--- src/rtl/fullchip_seq_ctrl.sv ---
// Job sequencer producing the 17-bit fullchip instruction word: Q write, K write, K load, execute, ofifo->pmem move.
// Optional K reuse path is enabled by defining FULLCHIP_SEQ_KREUSE_EN.
module fullchip_seq_ctrl #(
  parameter int bw          = 8,
  parameter int pr          = 16,
  parameter int col         = 8,
  parameter int total_cycle = 8,
  parameter int WAIT_CYC    = 10
) (
  input  logic             clk,
  input  logic             reset,
  input  logic             start,
`ifdef FULLCHIP_SEQ_KREUSE_EN
  input  logic             k_reuse,
`endif
  input  logic [pr*bw-1:0] data_in,
  input  logic             data_valid,
  output logic             data_ready,
  output logic [pr*bw-1:0] mem_in,
  output logic [16:0]      inst,
  output logic             busy,
  output logic             done,
  output logic [3:0]       state_dbg
);

  typedef enum logic [3:0] {
    S_IDLE, S_QWR, S_KWR, S_GAP, S_KLOAD, S_WAITK, S_EXEC, S_WAITE, S_MOVE, S_DONE
  } state_t;

  localparam logic [7:0] LAST_Q  = 8'(total_cycle - 1);
  localparam logic [7:0] LAST_K  = 8'(col - 1);
  localparam logic [7:0] LAST_LD = 8'(col + 1);
  localparam logic [7:0] LAST_W  = 8'(WAIT_CYC - 1);
  localparam logic [7:0] K_LAST  = 8'(col);

  state_t     state;
  logic [7:0] cnt;
  logic       skip_k;

`ifdef FULLCHIP_SEQ_KREUSE_EN
  logic reuse_job;
  logic k_loaded;
  assign skip_k = reuse_job;
`else
  assign skip_k = 1'b0;
`endif

  // Handshake: a data_in beat transfers on a rising edge where data_valid && data_ready.
  assign data_ready = (state == S_QWR) || (state == S_KWR);
  assign busy       = (state != S_IDLE);
  assign done       = (state == S_DONE);
  assign state_dbg  = state;

  always_ff @(posedge clk) begin
    if (reset) begin
      state  <= S_IDLE;
      cnt    <= '0;
      inst   <= '0;
      mem_in <= '0;
`ifdef FULLCHIP_SEQ_KREUSE_EN
      reuse_job <= 1'b0;
      k_loaded  <= 1'b0;
`endif
    end else begin
      inst <= '0;
      case (state)
        S_IDLE: begin
          cnt <= '0;
          if (start) begin
            state <= S_QWR;
`ifdef FULLCHIP_SEQ_KREUSE_EN
            reuse_job <= k_reuse && k_loaded;
`endif
          end
        end
        S_QWR: begin
          if (data_valid) begin
            inst[4]     <= 1'b1;
            inst[15:12] <= cnt[3:0];
            mem_in      <= data_in;
            if (cnt == LAST_Q) begin
              cnt   <= '0;
              state <= skip_k ? S_EXEC : S_KWR;
            end else begin
              cnt <= cnt + 8'd1;
            end
          end
        end
        S_KWR: begin
          if (data_valid) begin
            inst[2]     <= 1'b1;
            inst[15:12] <= cnt[3:0];
            mem_in      <= data_in;
            if (cnt == LAST_K) begin
              cnt   <= '0;
              state <= S_GAP;
            end else begin
              cnt <= cnt + 8'd1;
            end
          end
        end
        S_GAP: begin
          if (cnt == 8'd1) begin
            cnt   <= '0;
            state <= S_KLOAD;
          end else begin
            cnt <= cnt + 8'd1;
          end
        end
        S_KLOAD: begin
          inst[6] <= 1'b1;
          // First and last load cycles frame the col kmem reads.
          if (cnt >= 8'd1 && cnt <= K_LAST) begin
            inst[3]     <= 1'b1;
            inst[15:12] <= 4'(cnt - 8'd1);
          end
          if (cnt == LAST_LD) begin
            cnt   <= '0;
            state <= S_WAITK;
`ifdef FULLCHIP_SEQ_KREUSE_EN
            k_loaded <= 1'b1;
`endif
          end else begin
            cnt <= cnt + 8'd1;
          end
        end
        S_WAITK, S_WAITE: begin
          if (cnt == LAST_W) begin
            cnt   <= '0;
            state <= (state == S_WAITK) ? S_EXEC : S_MOVE;
          end else begin
            cnt <= cnt + 8'd1;
          end
        end
        S_EXEC: begin
          inst[7]     <= 1'b1;
          inst[5]     <= 1'b1;
          inst[15:12] <= cnt[3:0];
          if (cnt == LAST_Q) begin
            cnt   <= '0;
            state <= S_WAITE;
          end else begin
            cnt <= cnt + 8'd1;
          end
        end
        S_MOVE: begin
          inst[16]   <= 1'b1;
          inst[0]    <= 1'b1;
          inst[11:8] <= cnt[3:0];
          if (cnt == LAST_Q) begin
            cnt   <= '0;
            state <= S_DONE;
          end else begin
            cnt <= cnt + 8'd1;
          end
        end
        S_DONE: begin
          cnt   <= '0;
          state <= S_IDLE;
        end
        default: begin
          cnt   <= '0;
          state <= S_IDLE;
        end
      endcase
    end
  end

endmodule

--- config.mk ---
export PLATFORM = sky130hd
export DESIGN_NAME = fullchip_seq_ctrl
export DESIGN_NICKNAME = d
export VERILOG_FILES = /design/src/rtl/fullchip_seq_ctrl.sv
export SDC_FILE = /design/constraint.sdc
export NUM_CORES = 1
export LEC_CHECK = 0
export CAP_MARGIN = 20
export CORE_ASPECT_RATIO = 1.1
export CORE_MARGIN = 2
export CORE_UTILIZATION = 41
export CTS_CLUSTER_DIAMETER = 120
export DETAILED_ROUTE_END_ITERATION = 16
export PLACE_DENSITY = 0.81
export SYNTH_ARGS = -nofsm -noshare
export SYNTH_HDL_FRONTEND = slang
export SYNTH_SLANG_ARGS = --single-unit
--- constraint.sdc ---
create_clock -name clk -period 1.95 [get_ports clk]
set_input_delay 0.195 -clock clk [delete_from_list [all_inputs] [get_ports clk]]
set_output_delay 0.195 -clock clk [all_outputs]
set_load 0.02 [all_outputs]
==> results.toml <==
[worst_hold_path]
hold_depth = 2
worstHoldPathType = "input port to register"
worstHoldStart = "reset"

[timing]
fin_ws_ns = 0.0398
worst_slew_pin_slew_ns = 0.562
timing.fmax_mhz = 524
min_period_ns = 1.91
hold_violations = 0
worst_clock_skew_ns = 0.00627
drv_slew = 0
maxSlewHeadroom_pct = 62.2
rsz0062_at_grt = "true"
hold_ws_ns = 0.149
setup_viol = 0
period_share_pct = 98.0

[routing]
via_count = 5873
drc = 0
routed_wirelength_mm = 17.7
wl_per_cell_um = 14.7
antenna_left = 0
first_pass_iters = 4
via_per_inst = 4.87
drt_first_iter_violations = 406

[final_layout]
nets = 1143
layoutNonFillerInstCount = 1207
utilization_pct = 68.6
n_antenna_cell = 0
drive_gt1_share_pct = 7.95
final_area_um2 = 9540
area_growth_pct = 62.6

[place]
place_area_um2 = 8910
gp_congestion = 0.809
dpl_worst_slack_ns = 0.0418
dp_hpwl_mm = 12.5
dpl.cell_count = 1171
port-buffer-count = 282

[synth]
synth_ff_type = "dfxtp_1"
synth_nets = 868
syn_area_um2 = 5870
synth_common_cells = "279 x nand2_1, 154 x dfxtp_1, 136 x a21oi_1"
synth_edf_count = 0
synth_top_area_share_pct = 52.5
netlist_top_cells_area = "dfxtp_1 53%, nand2_1 18%, a21oi_1 12%, buf_6 2.3%, clkbuf_1 1.5%"
async_flop_share_pct = 0
ys_ff_latch = 154
yosys_warnings = 0
synth.distinct_cells = 42
ys_seq_area_share_pct = 52.5
syn_area_per_cell_um2 = 8.01
synth_most_common_cell = "nand2_1"
yosysTopAreaCell = "dfxtp_1"
synthCells = 732

[die]
io_pins = 284
fp.dieW_um = 118
dieArea_um2 = 15300
initial_core_util_pct = 42.2
coreArea_um2 = 13900
rows = 45
die_h_um = 129

[global_route]
grt_pass1_wl_mm = 27.7
grt_max_degree = 94
grt_pass1_vias = 5559
grt-ovfl-total = 0
antenna_found_initial = 0
grt_usage_pct = 22.8

[critical_path]
path_class = "register to register"
endpoint_kind = "register"
critPathLaunchType = "register"
crit_arrival_ns = 2.25
crit_fanout = 4
cp-startpoint = "cnt[7]"
cp.required_ns = 2.29
r2r_start = "cnt[7]"
ff2ff_path_depth = 7

[clocking]
cts_tree = "done"
ctsHtreeMaxLevel = 4
path_clk_slew_ns = 0.06
clockBufferDepth = 2
cts_buffers = 17
insertion_delay_ns = 0.42
cts_root_buf = "clkbuf_16"
clock-sinks = 154

[run]
drv_cap = 0

[outcome]
run_status = "finished, final reports clean"

[power_and_ir_drop]
vdd_drop_max_uv = 607
p_leak_nw = 3.42
power_density_nw_per_um2 = 1340
kinds of logic (layout without fill, tap and decap cells):
kind of cell / count (synthesis) / after routing / share of synthesized area (%)
and+or+nand+nor: 346 / 346 / 24.6
AOI/OAI and AO/OA: 159 / 159 / 14.8
DFF: 154 / 154 / 52.5
buffers and inverters: 64 / 351 / 6.53
adders and majority gates: 4 / 4 / 0.853
xor gates and xnor gates: 2 / 2 / 0.299
muxes: 2 / 2 / 0.341
other: 1 / 1 / 0.0639
report_power, final:
group,switching (mW),total [mW],internal [mW]
Combinational,2.99,5.58,2.60
Sequential,0.346,4.14,3.80
Clock,1.20,3.01,1.81
Total,4.53,12.7,8.20
layout by cell type, fill, tap and decap left out, drive strengths merged, types with 3 or more instances in the layout:
cell type / count
a31oi: 4
and2: 5
clkbuf: 24
buf: 34
or3: 3
nor3b: 4
and3: 3
a21oi: 136
nand2b: 4
nor2: 12
nor4: 4
nor3: 10
clkinv: 4
o21ai: 7
dfxtp: 154
nand3: 11
clkdlybuf4s50: 277
inv: 5
ha: 4
nand2: 279
per-layer routing:
metal  up-vias  share of wire (%)  track usage (%)
met4         0                2.4             9.78
met2       227                 50             39.9
met3        29                7.7             8.05
li1       2940                  -                -
met5         -                  0                0
met1      2677                 40             25.4
worst paths after layout:
| kind | slack (ns) | endpoint |
|---|---|---|
| worst max-delay path | 0.04 | state_dbg[2] |
| worst min register to register | 0.45 | mem_in[65] |
| worst min-delay path | 0.15 | mem_in[91] |
| worst max register to register | 0.04 | state_dbg[2] |
through the flow:
stage,total power [mW],TNS [ns]
6_report,12.7,0
2_1_floorplan,7.24,0
3_5_place_dp,9.55,0
4_1_cts,12.6,0
3_3_place_gp,9.43,0
5_1_grt,13.5,-0.0361
repair_timing:
item,in CTS,in global routing
gates resized for setup,6,13
setup buffers,0,5
pin swaps,0,4
endpoints found under the setup margin,3,110
hold buffers,0,0
final cells by class:
class                      count  area [um^2]
fill                        1129         4370
timing repair buffer         315         3210
sequential                   154         3090
multi-input combinational    514         2440
clock buffer                  24          472
tap                          188          235
clock inverter                 7         68.8
inverter                       5         18.8
state kept, by name (all words and copies together), names as in the netlist:
name / flops
mem_in: 128
inst: 14
cnt: 8
state_dbg: 4
worst max-delay path: stages (launching register included):
cell	delay, ns
dfxtp_1	0.34
nor4_1	0.29
buf_4	0.17
a221o_1	0.16
o221ai_4	0.13
buf_4	0.17
or4_1	0.40
a31oi_1	0.17
Note: power is estimated with default switching activity, not from simulation.
